<file path="src/rtl/alu_sweep_pkg.sv">
// alu_sweep_pkg: shared types for the ALU sweep sequencer.
// Code index maps to (S,M) with M in the LSB.
package alu_sweep_pkg;

  localparam int NUM_CODES = 32;
  localparam int IDX_W     = 5;
  localparam int CNT_W     = 4;
  localparam int RES_W     = 16;

  localparam logic [IDX_W-1:0] LAST_IDX =
    IDX_W'(NUM_CODES - 1);

  typedef enum logic [1:0] {
    IDLE    = 2'd0,
    SETTLE  = 2'd1,
    CAPTURE = 2'd2,
    DRAIN   = 2'd3
  } state_e;

  typedef struct packed {
    logic [3:0] s;
    logic       m;
  } tag_t;

  typedef struct packed {
    logic [3:0]       s;
    logic             m;
    logic [RES_W-1:0] f;
  } result_t;

  function automatic tag_t idx2tag(
    input logic [IDX_W-1:0] i
  );
    tag_t t;
    t.s = i[4:1];
    t.m = i[0];
    return t;
  endfunction

endpackage

</file>
<file path="src/rtl/alu_sweep_buffer.sv">
// alu_sweep_buffer: 32-entry result store, one sync write
// port filled during capture, one comb read port for drain.
module alu_sweep_buffer
  import alu_sweep_pkg::*;
#(
  parameter int WIDTH = 16
) (
  input  logic             clk,
  input  logic             rst_n,
  input  logic             we,
  input  logic [IDX_W-1:0] waddr,
  input  logic [WIDTH-1:0] wdata,
  input  logic [IDX_W-1:0] raddr,
  output logic [WIDTH-1:0] rdata
);

  logic [WIDTH-1:0] mem_q [NUM_CODES];
  logic [WIDTH-1:0] mem_d [NUM_CODES];

  always_comb begin
    mem_d = mem_q;
    if (we) mem_d[waddr] = wdata;
  end

  always_ff @(posedge clk or negedge rst_n) begin
    if (!rst_n) mem_q <= '{default: '0};
    else        mem_q <= mem_d;
  end

  assign rdata = mem_q[raddr];

endmodule

</file>
<file path="src/rtl/alu_sweep_sequencer.sv">
// alu_sweep_sequencer: drives an external ALU through all
// 32 (S,M) codes for one operand pair, then streams results.
module alu_sweep_sequencer
  import alu_sweep_pkg::*;
#(
  parameter int WIDTH       = 16,
  parameter int HOLD_CYCLES = 1
) (
  input  logic             clk,
  input  logic             rst_n,
  input  logic             in_valid,
  output logic             in_ready,
  input  logic [WIDTH-1:0] in_a,
  input  logic [WIDTH-1:0] in_b,
  output logic [WIDTH-1:0] alu_a,
  output logic [WIDTH-1:0] alu_b,
  output logic             alu_m,
  output logic [3:0]       alu_s,
  input  logic [WIDTH-1:0] alu_f,
  output logic             out_valid,
  input  logic             out_ready,
  output logic [WIDTH-1:0] out_f,
  output logic [3:0]       out_s,
  output logic             out_m,
  output logic             out_last,
  output logic             busy
);

  localparam logic [CNT_W-1:0] HOLD =
    CNT_W'(HOLD_CYCLES);
  localparam logic [CNT_W-1:0] ONE =
    CNT_W'(1);

  // SETTLE covers the HOLD extra cycles; CAPTURE is the
  // final cycle of each code, so a code lasts HOLD+1.
  localparam state_e CODE_START =
    (HOLD == '0) ? CAPTURE : SETTLE;

  state_e           state_q, state_d;
  logic [IDX_W-1:0] idx_q, idx_d;
  logic [IDX_W-1:0] rd_q, rd_d;
  logic [IDX_W-1:0] idx_inc;
  logic [CNT_W-1:0] cnt_q, cnt_d;
  logic [WIDTH-1:0] a_q, a_d;
  logic [WIDTH-1:0] b_q, b_d;
  tag_t             tag_q, tag_d;
  logic             in_fire;
  logic             out_fire;
  logic             buf_we;
  logic [WIDTH-1:0] rd_data;

  assign in_fire  = in_valid & in_ready;
  assign out_fire = out_valid & out_ready;
  assign idx_inc  = idx_q + IDX_W'(1);
  assign buf_we   = (state_q == CAPTURE);

  always_ff @(posedge clk or negedge rst_n) begin
    if (!rst_n) begin
      state_q <= IDLE;
      idx_q   <= '0;
      rd_q    <= '0;
      cnt_q   <= '0;
      a_q     <= '0;
      b_q     <= '0;
      tag_q   <= '0;
    end else begin
      state_q <= state_d;
      idx_q   <= idx_d;
      rd_q    <= rd_d;
      cnt_q   <= cnt_d;
      a_q     <= a_d;
      b_q     <= b_d;
      tag_q   <= tag_d;
    end
  end

  always_comb begin
    state_d = state_q;
    unique case (state_q)
      IDLE: begin
        if (in_fire) state_d = CODE_START;
      end
      SETTLE: begin
        if (cnt_q <= ONE) state_d = CAPTURE;
      end
      CAPTURE: begin
        if (idx_q == LAST_IDX) state_d = DRAIN;
        else                   state_d = CODE_START;
      end
      DRAIN: begin
        if (out_fire && rd_q == LAST_IDX)
          state_d = IDLE;
      end
      default: state_d = IDLE;
    endcase
  end

  always_comb begin
    idx_d = idx_q;
    rd_d  = rd_q;
    cnt_d = cnt_q;
    a_d   = a_q;
    b_d   = b_q;
    tag_d = tag_q;
    unique case (state_q)
      IDLE: begin
        if (in_fire) begin
          a_d   = in_a;
          b_d   = in_b;
          idx_d = '0;
          tag_d = '0;
          cnt_d = HOLD;
        end
      end
      SETTLE: begin
        cnt_d = cnt_q - ONE;
      end
      CAPTURE: begin
        if (idx_q == LAST_IDX) begin
          rd_d = '0;
        end else begin
          idx_d = idx_inc;
          tag_d = idx2tag(idx_inc);
          cnt_d = HOLD;
        end
      end
      DRAIN: begin
        if (out_fire) rd_d = rd_q + IDX_W'(1);
      end
      default: ;
    endcase
  end

  always_comb begin
    in_ready  = (state_q == IDLE);
    busy      = (state_q != IDLE);
    out_valid = (state_q == DRAIN);
    alu_a     = a_q;
    alu_b     = b_q;
    alu_s     = tag_q.s;
    alu_m     = tag_q.m;
    out_f     = '0;
    out_s     = '0;
    out_m     = 1'b0;
    out_last  = 1'b0;
    if (state_q == DRAIN) begin
      out_f    = rd_data;
      out_s    = rd_q[4:1];
      out_m    = rd_q[0];
      out_last = (rd_q == LAST_IDX);
    end
  end

  alu_sweep_buffer #(
    .WIDTH(WIDTH)
  ) u_buf (
    .clk   (clk),
    .rst_n (rst_n),
    .we    (buf_we),
    .waddr (idx_q),
    .wdata (alu_f),
    .raddr (rd_q),
    .rdata (rd_data)
  );

endmodule

</file>
<file path="config.mk">
export PLATFORM = sky130hd
export DESIGN_NAME = alu_sweep_sequencer
export DESIGN_NICKNAME = d
export VERILOG_FILES = /design/src/rtl/alu_sweep_pkg.sv /design/src/rtl/alu_sweep_buffer.sv /design/src/rtl/alu_sweep_sequencer.sv
export SDC_FILE = /design/constraint.sdc
export NUM_CORES = 1
export LEC_CHECK = 0
export CAP_MARGIN = 20
export CORE_MARGIN = 3
export CORE_UTILIZATION = 61
export DETAILED_ROUTE_END_ITERATION = 16
export GPL_TIMING_DRIVEN = 1
export PLACE_DENSITY = 0.8
export SETUP_SLACK_MARGIN = 0.1
export SLEW_MARGIN = 10
export SYNTH_ARGS = -nofsm -noshare
export SYNTH_HDL_FRONTEND = slang
export SYNTH_HIERARCHICAL = 1
export SYNTH_SLANG_ARGS = --single-unit
</file>
<file path="constraint.sdc">
create_clock -name clk -period 2.9 [get_ports clk]
set_input_delay 0.87 -clock clk [delete_from_list [all_inputs] [get_ports clk]]
set_output_delay 0.87 -clock clk [all_outputs]
set_load 0.005 [all_outputs]
</file>
* After elaboration in Yosys (flattened, before gate mapping)
Cells that the tools add are included.
Cells by class: add/subtract/negate cells 3, multiply operators 0, div/mod/pow operators 0, $lt $le $gt $ge 4, equality and inequality tests 11, shifts and indexed selects 0, multiplexer cells 24, bitwise logic cells 4, reductions and logical operators 12
Operator list (number):
- 512-bit bitwise mux | 1
- 16-bit binary-select mux with 5-bit select | 1
- 16-bit demux with 5-bit select | 1
- 16-bit 2-to-1 mux | 4
- 5-bit 2-to-1 mux | 4
- 5-bit case mux with 2 select lines | 2
- 6-bit >= comparator, second input constant | 2
- 4-bit 2-to-1 mux | 3
- 5-bit inverter with 6-bit output | 2
- 4-bit case mux with 3 select lines | 1
- 3-bit AND reduction | 4
- 5-bit by 1-bit adder with 5-bit output, second input constant | 2
- 5-bit == test, second input constant | 2
- 2-bit 2-to-1 mux | 4
- 2-bit by 1-bit inequality test with 1-bit output, second input constant | 4
- 2-bit case mux with 4 select lines | 1
- 6-bit by 1-bit less-than comparator with 1-bit output, second input constant | 1
- 2-bit nonzero test | 3
- 2-bit == test, second input constant | 2
- 4-bit by 1-bit <= comparator with 1-bit output, second input constant | 1
- 2-bit inequality test, second input constant | 2
- 4-bit by 1-bit subtractor with 4-bit output, second input constant | 1
- 3-bit nonzero test | 1
- 1-bit bitwise AND | 2
- 5 further kinds | 7
Word-level totals: flip-flop bits (word level) 565, bits in latches 0, memory bits (writable) 0, memory bits (read-only) 0, output and inout bits 62, logic and storage cells 98, memories 0

* Depth between registers and ports, before layout
Gate-level depths: netlist of the first run.
word-level depth 6, mapped depth 9

* Cells and area by module
Netlist of the first run, hierarchy kept.
Modules (own cells, without submodules):
- alu_sweep_buffer | times used 1, cells each 1730, area an instance 23907.9 sq um, sequential area each 12812.3 sq um
- alu_sweep_sequencer | times used 1, cells each 178, area an instance 2252.2 sq um, sequential area each 1201.2 sq um

* Least setup slack after synthesis of the first run
OpenSTA, ideal clock, no wires.
path kind register to output, from register rd_q[1], to output out_f[1], arrival 1.774 ns, data required time 2.030 ns, setup slack 0.256 ns, stages on the path, launching flop included 10, cell sequence dfrtp_1 > buf_2 > buf_4 > buf_2 > buf_2 > mux2i_1 > nand2_1 > a31oi_1 > nand3_1 > and3_1
Between the ends: word-level cells in the longest chain between the ends 5
RTL lines:
- start: declaration | RTL line alu_sweep_sequencer.sv:41 | logic [IDX_W-1:0] rd_q, rd_d;
- start signal: assignment | RTL line alu_sweep_sequencer.sv:69 | rd_q <= rd_d;
- 5-bit inverter with 6-bit output (not written as such) | RTL line alu_sweep_buffer.sv:30 | assign rdata = mem_q[raddr];
- 16-bit binary-select mux with 5-bit select | RTL line alu_sweep_buffer.sv:30
- 16-bit 2-to-1 mux (not written as such) (2 in a row) | RTL line alu_sweep_buffer.sv:30
- named net rd_data[1] | RTL line alu_sweep_sequencer.sv:50 | logic [WIDTH-1:0] rd_data;
- 16-bit 2-to-1 mux | RTL line alu_sweep_sequencer.sv:146 | if (state_q == DRAIN) begin
- end: declaration | RTL line alu_sweep_sequencer.sv:22 | output logic [WIDTH-1:0] out_f,
The timed path passes the listed nets, and every way through them passes these cells. The select of a mux whose other input is x is not followed.

* Worst setup path in the final report of the first run
from register rd_q[1], to output out_f[7]
The elaborated chain is that of the path after synthesis.

==> reports/qor.yml, run 1 <==
overflow: 0
synth_compound_area_frac: 0.04472
ys_seq_area_frac: 0.5357
startpoint_type: "flip-flop"
fmax_mhz: 279.2
hold_violations: 0
setup_violations: 17
synth-simple-area-share: 0.04941
whs_ns: 0.1810
hold_class: "in2async"
synth_fp_nets: 1966
finalCriticalPeriod_ns: 3.582
ant_nets: 0
rows: 75
grt_pass1_wl_mm: 105.8
placed_cell_area_um2: 28540
slowest_delay_ns: 0.53
drt-total-wl_mm: 68.82
synth_xor_area_frac: 0.0003348
maxSlewHeadroom: 0.5211
h-tree-depth: 2
fp.coreArea_um2: 42130
synth_warnings: 6
dieArea_um2: 45410
antenna_found_initial: 0
post-route-drc-count: 0
dp_slack_ns: -0.4776
synthTopCellsByCount: "dfrtp_1 (560), mux2_2 (535), mux2i_1 (258), clkbuf_1 (75), a22oi_1 (64)"
multi_input_comb_area_um2: 11630
cp_slowest_cell: "dfrtp_4"
hold_buffers: 0
syn_to_final_growth_pct: 20.92
viasPerCell: 6.330
drt_iter0_drc: 1196
start_util: 0.6209
clockBufferDepth: 3
grt_use_total: 0.3038
syn_area_per_cell_um2: 13.71
tightest_slew_ns: 0.7158
firstDrtPassIters: 5
ir_worst_vdd_mv: 0.6760
drive_gt1_frac: 0.4436
pin_count: 114
cts_tree: "done"
violations: "negative setup slack"
rsz0062_at_grt: "yes"
fin_crit_sh: 1.235
worstSkewPairLatency_ns: 0.61
die_h_um: 213.1
leakage_nw: 14.91
cts-buffers-inserted: 56
grt_start_max_net_pins: 93
outcome: "finished with violations"
powerDensity_nw_per_um2: 952.2
vias: 17010
synth_edf_count: 0
setup_ws_ns: -0.6816
fin_worst_skew_ns: 0.02248
yosysMostFrequentCell: "dfrtp_1"
critPathKind: "reg2out"
synth_top_area_frac: 0.5357
ys.flop_type: "dfrtp_1"
async_flop_share: 1.000
final_nets: 2157
cpMostUsedCell: "buf_12"
synth_mux_area_frac: 0.3333
design_area_um2: 31630
clk_pin_slew_worst_paths_ns: 0.06
place_congestion: 0.8061
slew_violations: 0
first_global_vias: 18460
numPortBuffers: 113
regArea_um2: 14020
path_cells: "buf_6 -> buf_12 -> buf_12 -> buf_4 -> mux2i_1 -> a22o_1 -> nor3_2 -> a31oi_1 -> nand3_1 -> and3_1 -> buf_2"
fill_cells: 2606
synth_top_area_cell: "dfrtp_1"
clock-root-buffer: "clkbuf_16"
tns_ns: -10.05
critPathMaxFanout: 8
synth_fa_ha_area_frac: 0.002870
die-width_um: 213.1
synth_cell_types: 49
cp-end-kind: "output port"
syn_area_um2: 26160
max_cap_violations: 0
routedWlPerCell_um: 25.61
synthCells: 1908
place.detailed.hpwl_mm: 40.80
crit_required_ns: 2.03
synth-seq-cells: 560
synth_area_leaders: "dfrtp_1 (54%), mux2_2 (23%), mux2i_1 (9.9%)"
numClockSinks: 560
critical_path_arrival_ns: 2.71
synth_top_family_by_area: "multiplexers"
==> where the power goes <==
part	total, W	switching, W	internal [W]
combinational	0.0120	0.00561	0.00640
sequential	0.0105	0.00105	0.00948
clock	0.00758	0.00311	0.00447
total	0.0301	0.00977	0.0203
==> flip-flops by register name, summed over array words and instances, names as in the netlist <==
name         flops
alu_a           16
state_q          2
u_buf/mem_q    512
cnt_q            4
idx_q            5
rd_q             5
alu_b           16
==> worst max-delay path: cells and delay by family (launching register included) <==
family	cells	cell delay, ns
flops	1	0.53
mux	1	0.13
compound gates	2	0.41
simple gates	3	0.31
buf+inv	5	0.71
==> worst paths after layout <==
| path | from | endpoint | slack, ns | depth (start not counted) |
|---|---|---|---|---|
| min in group clk | u_buf/mem_q[26] | u_buf/mem_q[26] | 0.49 | 1 |
| max | rd_q[1] | out_f[7] | -0.68 | 11 |
| min reg2reg | u_buf/mem_q[26] | u_buf/mem_q[26] | 0.49 | 1 |
| min | rst_n | u_buf/mem_q[151] | 0.18 | 1 |
| max in group asynchronous | rst_n | idx_q[3] | 1.81 | 2 |
| max reg2reg | state_q[0] | u_buf/mem_q[185] | 0.36 | 5 |
==> repair_timing <==
action,4_1_cts,5_1_grt
gates cloned,10,2
buffers inserted,31,10
endpoints found under the setup margin,24,22
resized for setup,147,46
hold endpoints to repair,0,0
pin swaps,101,44
==> per-layer routing <==
metal | track usage | vias to the layer above | routed length (µm)
met5 | 0 | - | 0
met4 | 0.1181 | 0 | 2440
met3 | 0.05143 | 146 | 4435
met2 | 0.5045 | 590 | 33740
met1 | 0.4029 | 8910 | 28200
li1 | - | 7363 | -
==> layout by cell type (no fill, tap or decap), types with 8 or more instances in the layout <==
master             n
buf_6             27
mux2_2           535
a21oi_1           30
nor2_1             8
nor2_4            11
clkinv_2          16
buf_4            106
buf_12            38
buf_16            13
nand3_1           30
clkbuf_16         59
a22oi_2            9
a22o_1            38
a31oi_1           15
mux2i_1          246
and3_1            16
mux2i_2            8
clkbuf_8          13
buf_2             11
nand2_2           16
dfrtp_1          555
nand4_1           18
nor3_2            15
a22oi_1           55
nand2_1           38
mux2_1            10
clkdlybuf4s50_1   91
==> cell type report <==
class / count / share of cell area
flip-flops and latches: 560 / 0.4433
multi-input cells: 1177 / 0.3676
clock inverters: 28 / 0.009770
clock buffers: 77 / 0.05158
repair buffers: 298 / 0.1056
diodes: 2 / 0.0001582
well taps: 539 / 0.02132
inverters: 6 / 0.0007120
==> through the flow <==
stage	std cells	utilization	total power (W)
after floorplan	1908	-	0.01627
after global placement	2528	0.6773	0.02019
after detailed placement	2528	0.6773	0.02056
after CTS	2674	0.7435	0.02963
after global routing	2685	0.7506	0.03136
final	2687	0.7507	0.03012
==> kinds of logic (layout without fill, tap and decap cells) <==
logic type	after synthesis	in the layout
AO/OA/AOI/OAI	162	162
XOR/XNOR	1	1
adder cells (fa/ha/maj)	6	6
buffers and inverters	171	409
flip-flops	560	560
multiplexers	803	803
other	0	2
AND/OR/NAND/NOR	205	205
Power figures use the tool's default switching activity.
==> run 2: changes to the inputs <==
CORE_MARGIN = not set   (was 3)
==> run 2 against run 1 <==
The run still ends with negative setup slack left. Final area grew 0.40%. Via count grew 0.71%. Combinational power is essentially flat. Largest power group unchanged.
==> reports/qor.yml, run 2 (same netlist as run 1, synthesis figures left out) <==
rsz0062_at_grt: "yes"
pin_count: 114
hold_class: "in2async"
numPortBuffers: 113
start_util: 0.6209
place_congestion: 0.8471
fill_cells: 2504
powerDensity_nw_per_um2: 951.2
design_area_um2: 31760
h-tree-depth: 2
setup_ws_ns: -0.6971
maxSlewHeadroom: 0.5065
critical_path_arrival_ns: 2.73
die-width_um: 209.1
cts_tree: "done"
r2r.worst_path.cells: 5
first_global_vias: 18670
critPathMaxFanout: 5
final_cell_mix: "dfrtp_1 (552), mux2_2 (535), mux2i_1 (247), buf_4 (95), clkdlybuf4s50_1 (92)"
clk_pin_slew_worst_paths_ns: 0.06
r2r_slack_ns: 0.42
overflow: 0
post-route-drc-count: 0
routedWlPerCell_um: 26.02
regArea_um2: 14030
drive_gt1_frac: 0.4424
rows: 75
hold_violations: 0
place.detailed.hpwl_mm: 40.51
hold_buffers: 0
placed_cell_area_um2: 28460
regMostFlops: "u_buf/mem_q"
worst_r2r_startpoint: "state_q[1]"
startpoint_type: "flip-flop"
dieArea_um2: 43720
drt_iter0_drc: 1408
final_util: 0.7537
die_h_um: 209.1
numClockSinks: 560
vias: 17130
leakage_nw: 14.91
fin_worst_skew_ns: 0.02596
reg2reg_to: "u_buf/mem_q[184]"
worstSkewPairLatency_ns: 0.62
ir_worst_vdd_mv: 0.6305
grt_pass1_wl_mm: 108.2
final_common_cell: "dfrtp_1"
startpoint: "rd_q[1]"
critPathKind: "reg2out"
cp-endpoint: "out_f[13]"
cts-buffers-inserted: 57
tightest_slew_ns: 0.7402
cp-end-kind: "output port"
grt_start_max_net_pins: 73
multi_input_comb_area_um2: 11780
setup_violations: 17
viasPerCell: 6.425
largest_register_ffs: 512
max_cap_violations: 0
fin_crit_sh: 1.240
clockBufferDepth: 3
diodes: 0
ant_nets: 0
syn_to_final_growth_pct: 21.39
fp.coreArea_um2: 42130
grt_use_total: 0.3244
outcome: "finished with violations"
crit_required_ns: 2.03
antenna_found_initial: 0
slew_violations: 0
firstDrtPassIters: 5
violations: "negative setup slack"
clock-root-buffer: "clkbuf_16"
fmax_mhz: 278.0
drt-total-wl_mm: 69.38
finalCriticalPeriod_ns: 3.597
final_nets: 2146
run 2: cell count changes in the layout (fill, tap and decap cells not counted), sizes merged, moves of 2 or more:
cell      previous run  this run
clkbuf              82        90
buf                199       186
clkinvlp             3         0
clkinv              16         6
inv                  9         7
diode                2         0
bufinv               6         3
bufbuf               0         3
run 2: timing repair:
action,CTS,global route
resized for setup,196,48
endpoints found under the setup margin,25,23
hold endpoints to repair,0,0
gates cloned,16,1
pin swaps,104,48
setup buffers,29,8
run 2: layer usage:
metal,global-route usage,up-vias,wire [µm]
met5,0,-,0
met2,0.5421,626,34100
met1,0.4219,9028,28580
met4,0.1374,0,2661
met3,0.05245,166,4032
li1,-,7309,-
run 2: how the worst min path moves through the flow:
| stage | from | to | slack, ns | cells past startpoint |
|---|---|---|---|---|
| final | rst_n | u_buf/mem_q[136] | 0.27 | 1 |
| after floorplan | u_buf/mem_q[26] | u_buf/mem_q[26] | 0.46 | 1 |
| after global placement | u_buf/mem_q[26] | u_buf/mem_q[26] | 0.47 | 1 |
| after global routing | rst_n | u_buf/mem_q[136] | 0.29 | 1 |
| after detailed placement | alu_b[9] | alu_b[9] | 0.48 | 1 |
| after CTS | rst_n | u_buf/mem_q[136] | 0.27 | 1 |
run 2: area by class of cell:
cell class              count  share of cell area
clock buffers              88             0.05528
clock inverters            10            0.004058
inverters                   6           0.0007092
multi-input cells        1177              0.3709
flip-flops and latches    560              0.4417
well taps                 539             0.02124
repair buffers            286              0.1061
run 2: critical path: stages, from the launching register on:
cell,delay (ns)
dfrtp_4,0.54
buf_12,0.15
buf_4,0.16
buf_8,0.16
buf_16,0.14
mux2i_1,0.16
nand2_1,0.08
a31oi_1,0.25
nand3_1,0.16
and3_1,0.18
buf_2,0.12
run 2: stage by stage:
step / cells / hold WS [ns] / setup WS [ns] / TNS, ns / total power [W]
6_report: 2666 / 0.2698 / -0.6971 / -10.61 / 0.03021
5_1_grt: 2666 / 0.2922 / -0.7512 / -11.69 / 0.03139
4_1_cts: 2661 / 0.2727 / -0.7597 / -10.93 / 0.02978
3_5_place_dp: 2518 / 0.4765 / -0.5109 / -6.377 / 0.02043
3_3_place_gp: 2518 / 0.4692 / -0.5538 / -6.244 / 0.02008
2_1_floorplan: 1908 / 0.4579 / 0.2561 / 0 / 0.01627
run 2: report_power, final:
group	internal [W]	total, W	switching [W]
sequential	0.00949	0.0106	0.00112
combinational	0.00659	0.0122	0.00564
clock	0.00438	0.00737	0.00299
total	0.0205	0.0302	0.00975
